$ cat src/rtl/seq_pattern_tx.sv
// Serial pattern transmitter: shifts a latched pattern out MSB-first for
// repeat_n+1 back-to-back passes and counts overlapping 101 occurrences.
module seq_pattern_tx #(
  parameter int WIDTH = 8,
  parameter int CNT_W = 4,
  parameter int HIT_W = 8
) (
  input  logic             clk,
  input  logic             reset,
  input  logic             start,
  input  logic [WIDTH-1:0] pattern,
  input  logic [CNT_W-1:0] repeat_n,
  output logic             dout,
  output logic             valid,
  output logic             busy,
  output logic             done,
  output logic [HIT_W-1:0] hits
);

  localparam int IDX_W = $clog2(WIDTH);
  localparam logic [IDX_W-1:0] LAST_IDX = IDX_W'(WIDTH - 1);

  typedef enum logic [1:0] {
    IDLE  = 2'd0,
    SHIFT = 2'd1,
    DONE  = 2'd2
  } state_t;

  state_t           state, state_n;
  logic [WIDTH-1:0] pat_q, pat_n;
  logic [WIDTH-1:0] sreg_q, sreg_n;
  logic [CNT_W-1:0] pass_q, pass_n;
  logic [IDX_W-1:0] idx_q, idx_n;
  logic [1:0]       hist_q, hist_n;
  logic             dout_n, valid_n, busy_n, done_n;
  logic [HIT_W-1:0] hits_n;

  function automatic logic [WIDTH-1:0] rotl(input logic [WIDTH-1:0] v);
    return {v[WIDTH-2:0], v[WIDTH-1]};
  endfunction

  function automatic logic [HIT_W-1:0] sat_inc(input logic [HIT_W-1:0] v);
    return (&v) ? v : v + HIT_W'(1);
  endfunction

  // Next-state and next-output logic; every output is registered below.
  always_comb begin
    state_n = state;
    pat_n   = pat_q;
    sreg_n  = sreg_q;
    pass_n  = pass_q;
    idx_n   = idx_q;
    hist_n  = hist_q;
    dout_n  = 1'b0;
    valid_n = 1'b0;
    busy_n  = 1'b0;
    done_n  = 1'b0;
    hits_n  = hits;

    case (state)
      IDLE: begin
        if (start) begin
          pat_n   = pattern;
          sreg_n  = rotl(pattern);
          pass_n  = repeat_n;
          idx_n   = '0;
          hist_n  = 2'b00;
          hits_n  = '0;
          dout_n  = pattern[WIDTH-1];
          valid_n = 1'b1;
          busy_n  = 1'b1;
          state_n = SHIFT;
        end
      end

      SHIFT: begin
        // The bit currently on dout is being retired at this edge.
        hist_n = {hist_q[0], dout};
        if (dout && (hist_q == 2'b10)) begin
          hits_n = sat_inc(hits);
        end

        if (idx_q == LAST_IDX) begin
          if (pass_q != '0) begin
            pass_n  = pass_q - CNT_W'(1);
            sreg_n  = rotl(pat_q);
            dout_n  = pat_q[WIDTH-1];
            valid_n = 1'b1;
            busy_n  = 1'b1;
            idx_n   = '0;
          end else begin
            done_n  = 1'b1;
            state_n = DONE;
          end
        end else begin
          dout_n  = sreg_q[WIDTH-1];
          sreg_n  = rotl(sreg_q);
          valid_n = 1'b1;
          busy_n  = 1'b1;
          idx_n   = idx_q + IDX_W'(1);
        end
      end

      DONE: begin
        state_n = IDLE;
      end

      default: begin
        state_n = IDLE;
      end
    endcase
  end

  // Control and visible outputs: reset aborts any transmission silently.
  always_ff @(posedge clk) begin
    if (reset) begin
      state <= IDLE;
      dout  <= 1'b0;
      valid <= 1'b0;
      busy  <= 1'b0;
      done  <= 1'b0;
      hits  <= '0;
    end else begin
      state <= state_n;
      dout  <= dout_n;
      valid <= valid_n;
      busy  <= busy_n;
      done  <= done_n;
      hits  <= hits_n;
    end
  end

  // Datapath registers; always reinitialised by an accepted start.
  always_ff @(posedge clk) begin
    pat_q  <= pat_n;
    sreg_q <= sreg_n;
    pass_q <= pass_n;
    idx_q  <= idx_n;
    hist_q <= hist_n;
  end

endmodule
$ cat config.mk
export PLATFORM = sky130hd
export DESIGN_NAME = seq_pattern_tx
export DESIGN_NICKNAME = d
export VERILOG_FILES = /design/src/rtl/seq_pattern_tx.sv
export SDC_FILE = /design/constraint.sdc
export NUM_CORES = 1
export LEC_CHECK = 0
export ABC_AREA = 1
export ABC_CLOCK_PERIOD_IN_PS = 1600
export CAP_MARGIN = 20
export CORE_AREA = 5 5 95 53
export DETAILED_ROUTE_END_ITERATION = 12
export DIE_AREA = 0 0 100 58
export GPL_TIMING_DRIVEN = 0
export PLACE_DENSITY = 0.72
export SETUP_SLACK_MARGIN = 0.2
export SYNTH_ARGS = -nofsm -noshare
export SYNTH_HDL_FRONTEND = slang
export SYNTH_SLANG_ARGS = --single-unit
$ cat constraint.sdc
create_clock -name clk -period 1.6 [get_ports clk]
set_input_delay 0.32 -clock clk [delete_from_list [all_inputs] [get_ports clk]]
set_output_delay 0.32 -clock clk [all_outputs]
set_load 0.02 [all_outputs]
==> results.json, run 1 <==
{
  "drive_gt1_frac": 0.3218,
  "fp-row-count": 17,
  "cts_tree": "built",
  "io_buffers": 25,
  "die_w_um": 100,
  "core_area_um2": 4148,
  "rsz0062_at_grt": "true",
  "arrival_ps": 1480,
  "internal_power_mw": 1.962,
  "fin_ws_ps": 152.6,
  "grt_pass1_wl_um": 7610,
  "synth_cells": 210,
  "worstSetupPathType": "register to register",
  "period_minus_slack_ps": 1447,
  "power_density_nw_per_um2": 973.4,
  "max_slew_margin": 0.5979,
  "syn-num-nets": 229,
  "syn_to_final_growth_pct": 44.80,
  "outcome": "completed",
  "combPwrFrac": 0.175,
  "yosysUniqueCellTypes": 29,
  "final_nets": 279,
  "report.final.setup_viol": 0,
  "drtIter0Drc": 211,
  "p_leak_nw": 1.127,
  "placedCellCount": 292,
  "ctsRootBufferMaster": "clkbuf_8",
  "gp_congestion": 0.8295,
  "crit_chain": "ha_2 > ha_4 > inv_6 > o21ai_4 > nand2_4",
  "instances_no_fill": 318,
  "finalHoldViolCount": 0,
  "p_total_mw": 2.626,
  "die_area_um2": 5800,
  "nFillCells": 328,
  "crit_required_ps": 1630,
  "htreeDepth": 2,
  "clock_path_buffers": 2,
  "dr_total_vias": 1702,
  "cts_sinks": 38,
  "cpMaxStageDelayCell": "edfxtp_1",
  "avgSynthCellArea_um2": 8.872,
  "wl_per_cell_um": 16.16,
  "slew_violations": 0,
  "drc_errors": 0,
  "synth-seq-cells": 38,
  "peakVddDrop_uv": 527.7,
  "clock_skew_ps": 12.72,
  "tightest_slew_ps": 603.2,
  "antenna_found_initial": 0,
  "grt_max_degree": 13,
  "cap_violations": 0,
  "ant_nets": 0,
  "pwr-share-seq": 0.454,
  "vias_per_cell": 5.352,
  "netlist_area_um2": 1863,
  "firstDrtPassIters": 6,
  "synth-seq-area-share": 0.5426,
  "final_core_util": 0.6504,
  "grt_pass1_vias": 1546,
  "hpwl_um": 2983,
  "max_freq_mhz": 690.9,
  "gr-usage-all-layers": 0.1719,
  "start_kind": "register",
  "worst_skew_pair.late_latency_ps": 290,
  "cp_max_fo": 6,
  "antenna_cells": 0,
  "dp_slack_ps": -426.2,
  "postRouteWirelength_um": 5140,
  "initial_utilization": 0.4492,
  "clkPwrFrac": 0.371,
  "crit_buf_inv": 1,
  "die_height_um": 58,
  "hold_class": "primary input to register",
  "grt_overflow": 0,
  "num_io_pins": 27,
  "switching_share": 0.2526,
  "cpPeakStageDelay_ps": 360,
  "crit_family": "flip-flops",
  "cts_buffers": 5,
  "period_share": 0.9046,
  "p_sw_uw": 663.4,
  "path_clk_slew_ps": 80,
  "fin_tns_setup_ps": 0,
  "yosysWarnings": 0,
  "cp-end-kind": "register"
}
==> synthesized netlist by cell type, drive strengths merged <==
library cell / n / share of area
nand2: 55 / 0.12
nand3: 30 / 0.083
nor2: 27 / 0.069
edfxtp: 25 / 0.40
inv: 25 / 0.050
dfxtp: 13 / 0.14
a21oi: 7 / 0.021
buf: 7 / 0.022
o21ai: 5 / 0.013
ha: 4 / 0.027
a31oi: 2 / 0.0067
nand3b: 2 / 0.0081
nor4: 2 / 0.013
a22oi: 1 / 0.0040
nand4: 1 / 0.0034
nor3: 1 / 0.0027
o22ai: 1 / 0.0034
or2: 1 / 0.0034
xor2: 1 / 0.0047
==> cell type report <==
type / count / area (um2) / area share
buffer: 7 / 61.31 / 0.02273
sequential: 38 / 1021 / 0.3785
clock inverter: 3 / 63.81 / 0.02365
tap: 57 / 71.32 / 0.02644
clock buffer: 5 / 68.82 / 0.02551
inverter: 25 / 102.6 / 0.03803
multi-input combinational: 142 / 918.4 / 0.3404
timing repair buffer: 41 / 390.4 / 0.1447
==> logic make-up (layout without fill, tap and decap cells) <==
family          count (synthesis)  count (layout)  share of synthesized area
compound gates                 16              16                    0.04836
xor+xnor                        1               1                   0.004702
flops                          38              38                     0.5426
fa+ha+maj                       4               4                    0.02686
buf+inv                        32              81                    0.07253
simple gates                  119             121                     0.3049
==> final timing paths <==
path / start / to / slack (ps) / cells after the start
max: idx_q[0]$_SDFFCE_PN0P_ / sreg_q[0]$_DFFE_PP_ / 150 / 5
min reg2reg: pat_q[0]$_DFFE_PP_ / sreg_q[1]$_DFFE_PP_ / 520 / 2
min: reset / hits[4]$_SDFFE_PP0P_ / 500 / 2
max reg2reg: idx_q[0]$_SDFFCE_PN0P_ / sreg_q[0]$_DFFE_PP_ / 150 / 5
==> routing by layer <==
metal  share of wire  global-route usage
met5               0                   0
met4           0.016             0.05182
met3           0.099             0.04928
met2            0.43              0.2332
met1            0.46              0.2616
==> through the flow <==
step	instance area (um2)	hold WS [ps]
6_report	2698	495.5
5_1_grt	2698	517.9
4_1_cts	2522	427.8
3_3_place_gp	2200	507.8
2_1_floorplan	1878	418.9
3_5_place_dp	2200	509.6
==> state kept, by name, indices dropped and copies added (netlist names) <==
| register | cells |
|---|---|
| hits | 8 |
| pat_q | 8 |
| sreg_q | 8 |
| pass_q | 4 |
| idx_q | 3 |
| hist_q | 2 |
| state | 2 |
| busy | 1 |
| done | 1 |
| dout | 1 |
==> power groups by stage <==
stage / clock network [mW] / logic [mW] / registers, mW
floorplan: 0 / 0.205 / 1.21
global placement: 0 / 0.338 / 1.20
detailed placement: 0 / 0.345 / 1.20
CTS: 0.980 / 0.406 / 1.18
global route: 1.02 / 0.498 / 1.20
finish: 0.974 / 0.461 / 1.19
==> layout by cell type (no fill, tap or decap), types with 2 or more instances in the layout <==
cell type	instances
nand2_1	43
edfxtp_1	25
nand3_1	20
nor2_1	19
inv_1	18
buf_4	15
clkdlybuf4s50_1	13
nand3_2	9
dfxtp_1	9
nand2_2	8
dlygate4sd2_1	7
a21oi_1	6
inv_2	5
nand2_4	5
clkbuf_8	5
nor2_4	4
buf_6	4
o21ai_0	4
nor2_2	4
ha_4	3
clkdlybuf4s15_1	3
a31oi_1	2
nand3b_1	2
nor4_4	2
bufinv_16	2
dfxtp_4	2
dfxtp_2	2
==> timing repair <==
action,4_1_cts,5_1_grt
endpoints found under the hold margin,0,0
gates cloned,2,1
hold buffers,0,0
endpoints found under the setup margin,53,44
gates resized for setup,38,35
pin swaps,7,9
buffers inserted,9,6
Note: power is estimated with default switching activity, not from simulation.
==> inputs of run 2 (changes only) <==
ABC_CLOCK_PERIOD_IN_PS = 1200   (was 1600)
PLACE_DENSITY = 0.76   (was 0.72)
clock period = 1.2 ns   (was 1.6 ns; I/O delays follow)
==> results.json, run 2 (synthesis results as in run 1) <==
{
  "outcome": "finished with violations",
  "violations": "setup timing",
  "antenna_cells": 0,
  "vias_per_cell": 5.405,
  "grt_overflow": 0,
  "ctsRootBufferMaster": "clkbuf_8",
  "cts_buffers": 5,
  "cp_max_fo": 5,
  "final_nets": 297,
  "die_height_um": 58,
  "drive_gt1_frac": 0.5484,
  "p_total_mw": 3.780,
  "tightest_slew_ps": 639.8,
  "reg_top3": "hits (8), pat_q (8), sreg_q (8)",
  "cap_violations": 0,
  "max_slew_margin": 0.5735,
  "htreeDepth": 2,
  "fin_ws_ps": -194.8,
  "initial_utilization": 0.4492,
  "firstDrtPassIters": 5,
  "drtIter0Drc": 226,
  "final_area_um2": 3128,
  "die_area_um2": 5800,
  "period_minus_slack_ps": 1395,
  "fin_tns_setup_ps": -6327,
  "arrival_ps": 1450,
  "critPathLaunch": "idx_q[0]$_SDFFCE_PN0P_",
  "internal_power_mw": 2.760,
  "p_leak_nw": 1.318,
  "report.final.setup_viol": 45,
  "peakVddDrop_uv": 691.9,
  "clkPwrFrac": 0.359,
  "drc_errors": 0,
  "gr-usage-all-layers": 0.2032,
  "num_io_pins": 27,
  "dp_slack_ps": -598.4,
  "pwr-share-seq": 0.419,
  "power_density_nw_per_um2": 1208,
  "ant_nets": 0,
  "max_freq_mhz": 717.0,
  "rsz0062_at_grt": "true",
  "worstSetupPathType": "register to register",
  "gp_congestion": 0.8612,
  "postRouteWirelength_um": 6267,
  "hold_class": "primary input to register",
  "layout_commonest_cell": "nand2_1",
  "hpwl_um": 3031,
  "slew_violations": 0,
  "clock_path_buffers": 2,
  "path_clk_slew_ps": 90,
  "dr_total_vias": 1816,
  "period_share": 1.162,
  "core_area_um2": 4148,
  "cp-end-kind": "register",
  "fp-row-count": 17,
  "final_cell_mix": "nand2_1, buf_6, edfxtp_1",
  "grt_max_degree": 14,
  "die_w_um": 100,
  "finalHoldViolCount": 0,
  "switching_share": 0.2698,
  "syn_to_final_growth_pct": 67.90,
  "final_core_util": 0.7541,
  "grt_pass1_wl_um": 8880,
  "grt_pass1_vias": 1755,
  "worstReg2RegStart": "idx_q[0]$_SDFFCE_PN0P_",
  "hold_buffers": 0,
  "p_sw_mw": 1.020,
  "start_kind": "register",
  "combPwrFrac": 0.222,
  "antenna_found_initial": 0,
  "clock_skew_ps": 10.79,
  "cts_sinks": 38,
  "hp-start": "reset",
  "wl_per_cell_um": 18.65,
  "io_buffers": 25,
  "crit_required_ps": 1260,
  "worst_skew_pair.late_latency_ps": 310,
  "cts_tree": "built",
  "dpl_cell_area_um2": 2308
}
==> run 2: cell count changes in the layout (fill, tap and decap cells not counted), moves of 5 or more <==
cell / before / now
dfxtp_1: 9 / 0
inv_1: 18 / 13
dlygate4sd2_1: 7 / 1
nand2_1: 43 / 34
buf_6: 4 / 25
buf_4: 15 / 21
nor2_1: 19 / 14
dfxtp_4: 2 / 8
==> run 2: layer usage <==
layer	GRT usage	up-vias	wire (um)	part of all wire
met3	0.06851	23	602	0.096
met4	0.09213	0	240	0.038
li1	-	839	-	-
met1	0.2770	858	2683	0.43
met2	0.2929	96	2740	0.44
met5	0	-	0	0
==> run 2: power groups by stage <==
stage | Sequential (mW) | Clock [mW] | Combinational [mW]
after global placement | 1.61 | 0 | 0.501
after detailed placement | 1.61 | 0 | 0.511
after global routing | 1.60 | 1.41 | 0.891
after CTS | 1.58 | 1.36 | 0.711
final | 1.59 | 1.36 | 0.838
after floorplan | 1.62 | 0 | 0.317
==> run 2: final timing paths <==
path	to	slack [ps]	depth (start not counted)
worst min-delay path	hits[4]$_SDFFE_PP0P_	420	2
worst min register to register	sreg_q[4]$_DFFE_PP_	540	2
worst max-delay path	sreg_q[3]$_DFFE_PP_	-190	7
worst max register to register	sreg_q[3]$_DFFE_PP_	-190	7
==> run 2: cell type report <==
class / count / area (um2)
fillers: 253 / 1020
plain buffers: 7 / 87.58
clock inverters: 3 / 68.82
clock buffers: 5 / 68.82
flip-flops and latches: 38 / 1047
repair buffers: 59 / 614.3
inverters: 25 / 116.4
well taps: 57 / 71.32
multi-input cells: 142 / 1054
==> run 2: metrics by stage <==
step | hold WS, ps | cells
2_1_floorplan | 338.9 | 210
3_3_place_gp | 509.3 | 292
3_5_place_dp | 519.9 | 292
4_1_cts | 378.3 | 328
5_1_grt | 447.7 | 336
6_report | 416.4 | 336
==> run 2: what timing repair did <==
action / 4_1_cts / 5_1_grt
pin swaps: 23 / 16
setup endpoints to repair: 66 / 66
gates cloned: 4 / 0
setup buffers: 24 / 8
resized for setup: 127 / 46
==> run 2: worst max-delay path, stage by stage, from the launching register on <==
cell      delay, ps
edfxtp_1        400
ha_2            200
ha_4            170
inv_6            80
nor2_4           50
buf_6           130
nand2_2          50
nand3_2          60
